--- src/rtl/qdiv_pkg.sv ---
// Shared constants and FSM encoding for the Q15.16 divider scheduler.
package qdiv_pkg;

  localparam int QW     = 32;
  localparam int QFBITS = 16;
  localparam int QSIGN  = 31;

  localparam logic [QW-1:0] Q_ONE = 32'h0000_0001 << QFBITS;

  typedef enum logic [1:0] {
    ST_IDLE   = 2'd0,
    ST_SETTLE = 2'd1,
    ST_WAIT   = 2'd2,
    ST_RESP   = 2'd3
  } state_e;

endpackage

--- src/rtl/rr_arbiter.sv ---
// N-way round-robin picker: lowest requesting index at or after ptr_i, wrapping.
module rr_arbiter #(
  parameter int N  = 4,
  parameter int IW = $clog2(N)
) (
  input  logic [N-1:0]  req_i,
  input  logic [IW-1:0] ptr_i,
  output logic [N-1:0]  gnt_o,
  output logic [IW-1:0] idx_o,
  output logic          any_o
);

  logic [IW-1:0] j_s;
  logic          found_s;
  logic          hit_s;

  // scan from ptr_i upward; the first hit wins and masks every later index
  always_comb begin
    gnt_o   = '0;
    idx_o   = '0;
    j_s     = '0;
    found_s = 1'b0;
    hit_s   = 1'b0;
    for (int off = 0; off < N; off++) begin
      j_s        = IW'((int'(ptr_i) + off) % N);
      hit_s      = req_i[j_s] & ~found_s;
      gnt_o[j_s] = hit_s;
      idx_o      = hit_s ? j_s : idx_o;
      found_s    = found_s | req_i[j_s];
    end
  end

  assign any_o = |req_i;

endmodule

--- src/rtl/qdiv_sched.sv ---
// Round-robin scheduler sharing one Q15.16 sign-magnitude divider among N requesters.
module qdiv_sched
  import qdiv_pkg::*;
#(
  parameter int N       = 4,
  parameter int TIMEOUT = 64,
  parameter int SETTLE  = 2
) (
  input  logic            clk,
  input  logic            rst,
  input  logic [N-1:0]    req_valid,
  output logic [N-1:0]    req_ready,
  input  logic [N*QW-1:0] req_dividend,
  input  logic [N*QW-1:0] req_divisor,
  output logic [N-1:0]    resp_valid,
  output logic [QW-1:0]   resp_quotient,
  output logic            resp_err,
  output logic [QW-1:0]   div_dividend,
  output logic [QW-1:0]   div_divisor,
  input  logic [QW-1:0]   div_quotient,
  input  logic            div_valid,
  output logic            busy
);

  localparam int IW   = $clog2(N);
  localparam int CMAX = (TIMEOUT > SETTLE) ? TIMEOUT : SETTLE;
  localparam int CW   = $clog2(CMAX + 1);

  state_e          state_q, state_d;
  logic [IW-1:0]   ptr_q, ptr_d;
  logic [IW-1:0]   grant_q, grant_d;
  logic [CW-1:0]   cnt_q, cnt_d;
  logic [QW-1:0]   div_dividend_q, div_dividend_d;
  logic [QW-1:0]   div_divisor_q, div_divisor_d;
  logic [N-1:0]    resp_valid_q, resp_valid_d;
  logic [QW-1:0]   resp_quotient_q, resp_quotient_d;
  logic            resp_err_q, resp_err_d;

  logic [N-1:0]    arb_gnt_s;
  logic [IW-1:0]   arb_idx_s;
  logic            arb_any_s;
  logic [QW-1:0]   sel_dividend_s;
  logic [QW-1:0]   sel_divisor_s;
  logic [N-1:0]    grant_oh_s;

  rr_arbiter #(.N(N), .IW(IW)) u_arb (
    .req_i (req_valid),
    .ptr_i (ptr_q),
    .gnt_o (arb_gnt_s),
    .idx_o (arb_idx_s),
    .any_o (arb_any_s)
  );

  // operand mux for the port the arbiter is offering to accept
  always_comb begin
    sel_dividend_s = '0;
    sel_divisor_s  = '0;
    for (int i = 0; i < N; i++) begin
      sel_dividend_s = (arb_idx_s == IW'(i)) ? req_dividend[QW*i +: QW] : sel_dividend_s;
      sel_divisor_s  = (arb_idx_s == IW'(i)) ? req_divisor[QW*i +: QW]  : sel_divisor_s;
    end
  end

  assign grant_oh_s = {{(N-1){1'b0}}, 1'b1} << grant_q;

  // next-state logic; response registers are loaded on entry to RESP and cleared otherwise
  always_comb begin
    state_d         = state_q;
    ptr_d           = ptr_q;
    grant_d         = grant_q;
    cnt_d           = cnt_q;
    div_dividend_d  = div_dividend_q;
    div_divisor_d   = div_divisor_q;
    resp_valid_d    = '0;
    resp_quotient_d = '0;
    resp_err_d      = 1'b0;
    case (state_q)
      ST_IDLE: begin
        if (arb_any_s) begin
          grant_d = arb_idx_s;
          // zero divisor never reaches the divider, so its operands stay put
          if (sel_divisor_s[QSIGN-1:0] == 31'd0) begin
            state_d      = ST_RESP;
            resp_valid_d = arb_gnt_s;
            resp_err_d   = 1'b1;
          end else begin
            div_dividend_d = sel_dividend_s;
            div_divisor_d  = sel_divisor_s;
            cnt_d          = '0;
            state_d        = ST_SETTLE;
          end
        end else begin
          state_d = ST_IDLE;
        end
      end
      ST_SETTLE: begin
        if (cnt_q == CW'(SETTLE - 1)) begin
          cnt_d   = '0;
          state_d = ST_WAIT;
        end else begin
          cnt_d = cnt_q + CW'(1);
        end
      end
      ST_WAIT: begin
        if (div_valid) begin
          state_d         = ST_RESP;
          resp_valid_d    = grant_oh_s;
          resp_quotient_d = div_quotient;
        end else if (cnt_q == CW'(TIMEOUT - 1)) begin
          state_d      = ST_RESP;
          resp_valid_d = grant_oh_s;
          resp_err_d   = 1'b1;
        end else begin
          cnt_d = cnt_q + CW'(1);
        end
      end
      ST_RESP: begin
        ptr_d   = (grant_q == IW'(N - 1)) ? '0 : grant_q + IW'(1);
        state_d = ST_IDLE;
      end
      default: begin
        state_d = ST_IDLE;
      end
    endcase
  end

  // state and output registers
  always_ff @(posedge clk or posedge rst) begin
    if (rst) begin
      state_q         <= ST_IDLE;
      ptr_q           <= '0;
      grant_q         <= '0;
      cnt_q           <= '0;
      div_dividend_q  <= '0;
      div_divisor_q   <= Q_ONE;
      resp_valid_q    <= '0;
      resp_quotient_q <= '0;
      resp_err_q      <= 1'b0;
    end else begin
      state_q         <= state_d;
      ptr_q           <= ptr_d;
      grant_q         <= grant_d;
      cnt_q           <= cnt_d;
      div_dividend_q  <= div_dividend_d;
      div_divisor_q   <= div_divisor_d;
      resp_valid_q    <= resp_valid_d;
      resp_quotient_q <= resp_quotient_d;
      resp_err_q      <= resp_err_d;
    end
  end

  assign req_ready     = (state_q == ST_IDLE) ? arb_gnt_s : '0;
  assign resp_valid    = resp_valid_q;
  assign resp_quotient = resp_quotient_q;
  assign resp_err      = resp_err_q;
  assign div_dividend  = div_dividend_q;
  assign div_divisor   = div_divisor_q;
  assign busy          = (state_q != ST_IDLE);

endmodule
--- config.mk ---
export PLATFORM = sky130hd
export DESIGN_NAME = qdiv_sched
export DESIGN_NICKNAME = d
export VERILOG_FILES = /design/src/rtl/qdiv_pkg.sv /design/src/rtl/rr_arbiter.sv /design/src/rtl/qdiv_sched.sv
export SDC_FILE = /design/constraint.sdc
export NUM_CORES = 1
export LEC_CHECK = 0
export CORE_AREA = 2 2 155 157
export DETAILED_ROUTE_END_ITERATION = 6
export DIE_AREA = 0 0 157 159
export PLACE_DENSITY_LB_ADDON = 0.08
export SYNTH_ARGS = -nofsm -noshare
export SYNTH_HDL_FRONTEND = slang
export SYNTH_SLANG_ARGS = --single-unit
--- constraint.sdc ---
create_clock -name clk -period 9 [get_ports clk]
set_clock_uncertainty 0.1 [all_clocks]
set_input_delay 1.8 -clock clk [delete_from_list [all_inputs] [get_ports clk]]
set_output_delay 1.8 -clock clk [all_outputs]
set_load 0.005 [all_outputs]
==> flow_summary.ini, run 1 <==
[final_layout]
syn_to_final_growth_pct = 58.9
multi_input_area_um2 = 4730
regArea_um2 = 2860
num-nets-final = 1712
fillers = 2178
drive_gt1_share_pct = 7.01

[logic_synthesis]
synth.most_common_cell = nand2_1
ys_seq_area_share_pct = 35.0
synth_top_cell_by_area = dfrtp_1
synth-seq-cells = 114
synth_edf_count = 0
syn_area_per_cell_um2 = 7.77
synth_nets = 1360
synth.distinct_cells = 76
yosys_warnings = 0
synthTopCellsByArea = dfrtp_1, nand2_1, nand3_1
synthCells = 1048
synth_ff_type = dfrtp_1
ys_top_cells_by_count = nand2_1, nand3_1, dfrtp_1, o21ai_0, inv_1
yosys.area.top_type_share_pct = 34.7
async_flop_share_pct = 100
synthesis.area_um2 = 8140

[floorplanning]
die_area_um2 = 25000
die_h_um = 159
num_rows = 56
coreArea_um2 = 23200
initial_utilization_pct = 35.1
die_x_um = 157
ios = 401

[flow_run]
cap_violations = 0

[drt]
ant_nets = 0
drc = 0
routed_wl_um = 34100
dr_wl_met3_um = 2750
routed-wl-met2_um = 16300
top_layer = met4
num_vias = 9106
via_per_inst = 5.25
drtIter0Drc = 739
drt_pass1_iterations = 5
wire_per_inst_um = 19.7
drt-met1-wl_um = 14300

[timing]
tns_ns = 0
slew_headroom_pct = 30.6
min_period_ns = 6.88
setup_violations = 0
max_clock_freq_ghz = 0.145
finalHoldViolations = 0
drv_slew = 0
finalCritPeriodShare_pct = 76.5
worstMarginPinSlew_ns = 1.04
rsz0062_at_grt = no

[grt]
grt_max_degree = 68
grt_pass1_wl_um = 51600
track_usage_pct = 27.0
antenna_found_initial = 2
grt_pass1_vias = 8738
grt_remaining_overflow = 0

[worst_hold_path]
holdPathStages = 1
hp-class = flop to flop

[clock_network]
h-tree-depth = 4
cts_buffer_depth = 2
clkSlewWorstSetupHoldPaths_ns = 0.06
cts_buffers = 17
clock_latency_ns = 0.41
cts_hold_buf = 0
cts_tree = done
clock-root-buffer = clkbuf_16
post-cts-setup-buffers = 0
cts_resized = 0
cts_sinks = 114

[setup_path]
required_ns = 7.10
crit_chain = clkdlybuf4s50_1 > mux4_2 > nor2b_1 > nand2_1 > a21oi_1 > o21ai_0 > nor2_1 > clkdlybuf4s50_1
start_kind = primary input
r2r_slack_ns = 2.77
cp_data_arrival_time_ns = 4.98
rr_worst_depth = 15
critical_path.slowest_cell = nor2b_1
cp_common_cell = clkdlybuf4s50_1
crit_fanout = 16
slowest_delay_ns = 0.71
worst_setup_path_end_kind = primary output
path_class = primary input to primary output

[pwr]
power_mw = 4.38
leakage_nw = 5.59
ir_drop_uv = 175
power_density_nw_per_um2 = 338

[placed_design]
gp_congestion = 0.940
dpl.hpwl_um = 26000
place.port_buffers = 400

[outcome]
status = finished clean
==> state kept, by name, summed over array words and instances (netlist names) <==
name           flops
div_dividend      32
div_divisor       32
resp_quotient     32
cnt_q              7
resp_valid         4
grant_q            2
ptr_q              2
state_q            2
resp_err           1
==> worst paths after layout <==
check,from,endpoint
min in group asynchronous,rst,resp_quotient[2]
worst min-delay path,div_divisor[18],div_divisor[18]
worst max-delay path,req_valid[3],req_ready[3]
worst min register to register,div_divisor[18],div_divisor[18]
max in group asynchronous,rst,ptr_q[0]
worst max register to register,ptr_q[0],div_dividend[9]
==> per-stage QoR <==
| step | hold WS, ns | setup slack [ns] | instance area [µm²] | instances | utilization (%) |
|---|---|---|---|---|---|
| 6_report | 0.399 | 2.12 | 12900 | 1734 | 55.8 |
| 2_1_floorplan | 0.361 | 3.30 | 8140 | 1048 | - |
| 5_1_grt | 0.418 | 1.84 | 12900 | 1734 | 55.8 |
| 3_5_place_dp | 0.393 | 1.82 | 12300 | 1700 | 53.1 |
| 3_3_place_gp | 0.378 | 2.01 | 12300 | 1700 | 53.1 |
| 4_1_cts | 0.406 | 2.19 | 12900 | 1732 | 55.8 |
==> worst max-delay path: cells and delay by family <==
family	cells	cell delay [ns]
buf+inv	2	1.20
simple gates	3	1.09
mux	1	0.56
compound gates	2	0.33
==> layer usage <==
layer | GRT usage [%] | up-vias
met4 | 7.92 | 0
met1 | 34.1 | 4307
li1 | - | 4394
met3 | 7.68 | 39
met2 | 44.8 | 366
met5 | 0 | -
==> layout by cell type (no fill, tap or decap), drive strengths merged, types with 4 or more instances in the layout <==
cell type / netlist / routed
clkbuf: 51 / 19
o32ai: 5 / 5
o2111ai: 4 / 4
mux2: 30 / 30
o22ai: 4 / 4
and3: 48 / 48
dfrtp: 113 / 113
or4: 5 / 5
buf: 28 / 12
o21ai: 81 / 81
a211oi: 10 / 10
nand2b: 9 / 9
nand2: 242 / 242
nor2b: 6 / 6
nor3: 13 / 13
inv: 59 / 63
mux2i: 14 / 14
nor4: 11 / 11
nor2: 42 / 42
o21a: 4 / 4
and2: 4 / 4
nand3: 119 / 119
a31oi: 16 / 16
clkdlybuf4s50: 0 / 400
a221o: 4 / 4
clkinv: 0 / 4
nor3b: 4 / 4
nand4: 12 / 12
ha: 17 / 17
a21oi: 22 / 22
o31ai: 7 / 7
==> cells by family (layout without fill, tap and decap cells) <==
logic type | count (synthesis) | in the layout | share of synthesized area [%]
flops | 114 | 114 | 35.0
simple gates | 530 | 530 | 30.6
other cells | 0 | 2 | 0
mux | 47 | 47 | 7.62
fa+ha+maj | 17 | 17 | 2.61
buf+inv | 138 | 503 | 7.08
compound gates | 202 | 202 | 17.0
==> power breakdown <==
group | total, mW | internal, mW | switching [mW]
Clock | 0.727 | 0.456 | 0.272
Sequential | 0.825 | 0.705 | 0.119
Combinational | 2.82 | 1.23 | 1.59
Total | 4.38 | 2.39 | 1.98
==> final cells by class <==
cell class / instances / area share, %
multi-input cells: 796 / 36.6
diodes: 2 / 0.0387
repair buffers: 412 / 31.6
flip-flops and latches: 114 / 22.1
well taps: 319 / 3.08
inverters: 59 / 1.73
clock inverters: 13 / 1.35
clock buffers: 19 / 3.50
Note: power is estimated with default switching activity, not from simulation.
==> run 2, diff against run 1 <==
--- a/config.mk
+++ b/config.mk
@@ -5,9 +5,9 @@
 export SDC_FILE = /design/constraint.sdc
 export NUM_CORES = 1
 export LEC_CHECK = 0
-export CORE_AREA = 2 2 155 157
+export CORE_AREA = 2 2 156 158
 export DETAILED_ROUTE_END_ITERATION = 6
-export DIE_AREA = 0 0 157 159
+export DIE_AREA = 0 0 158 160
 export PLACE_DENSITY_LB_ADDON = 0.08
 export SYNTH_ARGS = -nofsm -noshare
 export SYNTH_HDL_FRONTEND = slang
==> constraint.sdc (replaced) <==
create_clock -name clk -period 6.4 [get_ports clk]
set_clock_uncertainty 0.1 [all_clocks]
set_input_delay 1.28 -clock clk [delete_from_list [all_inputs] [get_ports clk]]
set_output_delay 1.28 -clock clk [all_outputs]
set_load 0.005 [all_outputs]
==> flow_summary.ini, run 2 (same netlist as run 1, synthesis figures left out) <==
[setup_path]
critical_path.slowest_cell = clkdlybuf4s50_1
slowest_delay_ns = 0.68
cp_data_arrival_time_ns = 4.48
rr_startpoint = ptr_q[1]
crit_buf_inv = 2
path_class = primary input to primary output
required_ns = 5.02
rr_worst_depth = 12
cp_common_cell = clkdlybuf4s50_1
crit_chain = clkdlybuf4s50_1 > mux4_2 > nor2b_1 > nand2_1 > a21oi_1 > o21ai_0 > nor2_1 > clkdlybuf4s50_1
worst_setup_path_end_kind = primary output
crit_fanout = 16
worstReg2RegEnd = div_divisor[22]
r2r_slack_ns = 0.89
critPathTopFamily = buffers and inverters
start_kind = primary input

[worst_hold_path]
hp-class = flop to flop
hold_end = div_divisor[18]
hold_path.startpoint = div_divisor[18]
holdPathStages = 1

[final_layout]
finish.utilization_pct = 54.4
num-nets-final = 1714
drive_gt1_share_pct = 7.14
mostFrequentLayoutCell = clkdlybuf4s50_1
syn_to_final_growth_pct = 59.0
final_cell_mix = clkdlybuf4s50_1, nand2_1, nand3_1

[grt]
antenna_found_initial = 3
track_usage_pct = 26.0
grt_remaining_overflow = 0
grt_max_degree = 86
grt_pass1_vias = 8804
grt_pass1_wl_um = 50200

[floorplanning]
die_x_um = 158
die_area_um2 = 25300
coreArea_um2 = 23800
die_h_um = 160
initial_utilization_pct = 34.2
ios = 401
num_rows = 57

[timing]
rsz0062_at_grt = no
setup_violations = 0
finalCritPeriodShare_pct = 91.6
tns_ns = 0
finalHoldViolations = 0
min_period_ns = 5.86
worstMarginPinSlew_ns = 1.03
max_clock_freq_ghz = 0.171
slew_headroom_pct = 31.4
worst_hold_slack_ns = 0.409
drv_slew = 0

[placed_design]
place.port_buffers = 400
gp_congestion = 0.946
dpl.hpwl_um = 25700

[drt]
drc = 2
ant_nets = 0
wire_per_inst_um = 19.4
drtIter0Drc = 602
drt_pass1_iterations = 7
routed_wl_um = 33800
num_vias = 9179
via_per_inst = 5.27

[clock_network]
h-tree-depth = 4
cts_resized = 0
post-cts-setup-buffers = 0
cts_buffer_depth = 2
clkSlewWorstSetupHoldPaths_ns = 0.06
cts_hold_buf = 0
clock-root-buffer = clkbuf_16
cts_sinks = 114
cts_tree = done
cts_buffers = 17
clock_latency_ns = 0.41

[outcome]
failed_checks = DRC
status = finished, violations left

[pwr]
leakage_nw = 5.59
ir_drop_uv = 265
power_density_nw_per_um2 = 474
power_mw = 6.14

[flow_run]
cap_violations = 0
[run 2: cell types whose count changed in the layout (fill, tap and decap cells not counted), sizes merged]
cell,before,now
buf,12,14
clkinv,4,0
clkbuf,19,17
bufinv,3,1
inv,63,71
diode,2,3
[run 2: through the flow]
step / setup WS (ns) / instances / cell area (µm²)
2_1_floorplan: 1.42 / 1048 / 8140
3_3_place_gp: 0.468 / 1707 / 12400
3_5_place_dp: 0.405 / 1707 / 12400
4_1_cts: 0.611 / 1739 / 12900
5_1_grt: 0.314 / 1740 / 12900
6_report: 0.538 / 1742 / 12900
[run 2: report_power, final]
part           total, mW  switching, mW  internal (mW)
registers           1.15          0.155          0.991
clock network      0.964          0.408          0.556
logic               4.03           2.26           1.77
total               6.14           2.82           3.31
[run 2: cell type report]
class                      count  area, µm²
fill                        2271      10900
multi-input combinational    796       4730
timing repair buffer         414       4130
sequential                   114       2860
clock buffer                  17        425
tap                          324        405
inverter                      59        224
clock inverter                15        163
antenna                        3       7.51
[run 2: worst max path at each step]
stage	startpoint	to	slack, ns	depth (start not counted)
floorplan	ptr_q[0]	div_divisor[10]	1.42	17
detailed placement	req_valid[3]	div_divisor[22]	0.41	11
finish	req_valid[3]	req_ready[0]	0.54	8
CTS	req_valid[2]	req_ready[0]	0.61	8
global route	req_valid[3]	req_ready[2]	0.31	8
global placement	req_valid[2]	div_divisor[25]	0.47	11
[run 2: routing by layer]
| metal | up-vias | track usage (%) | share of wire [%] |
|---|---|---|---|
| li1 | 4409 | - | - |
| met1 | 4298 | 31.7 | 40 |
| met2 | 395 | 43.3 | 47 |
| met3 | 73 | 7.11 | 8.6 |
| met4 | 4 | 10.3 | 3.7 |
| met5 | - | 0 | 0.053 |
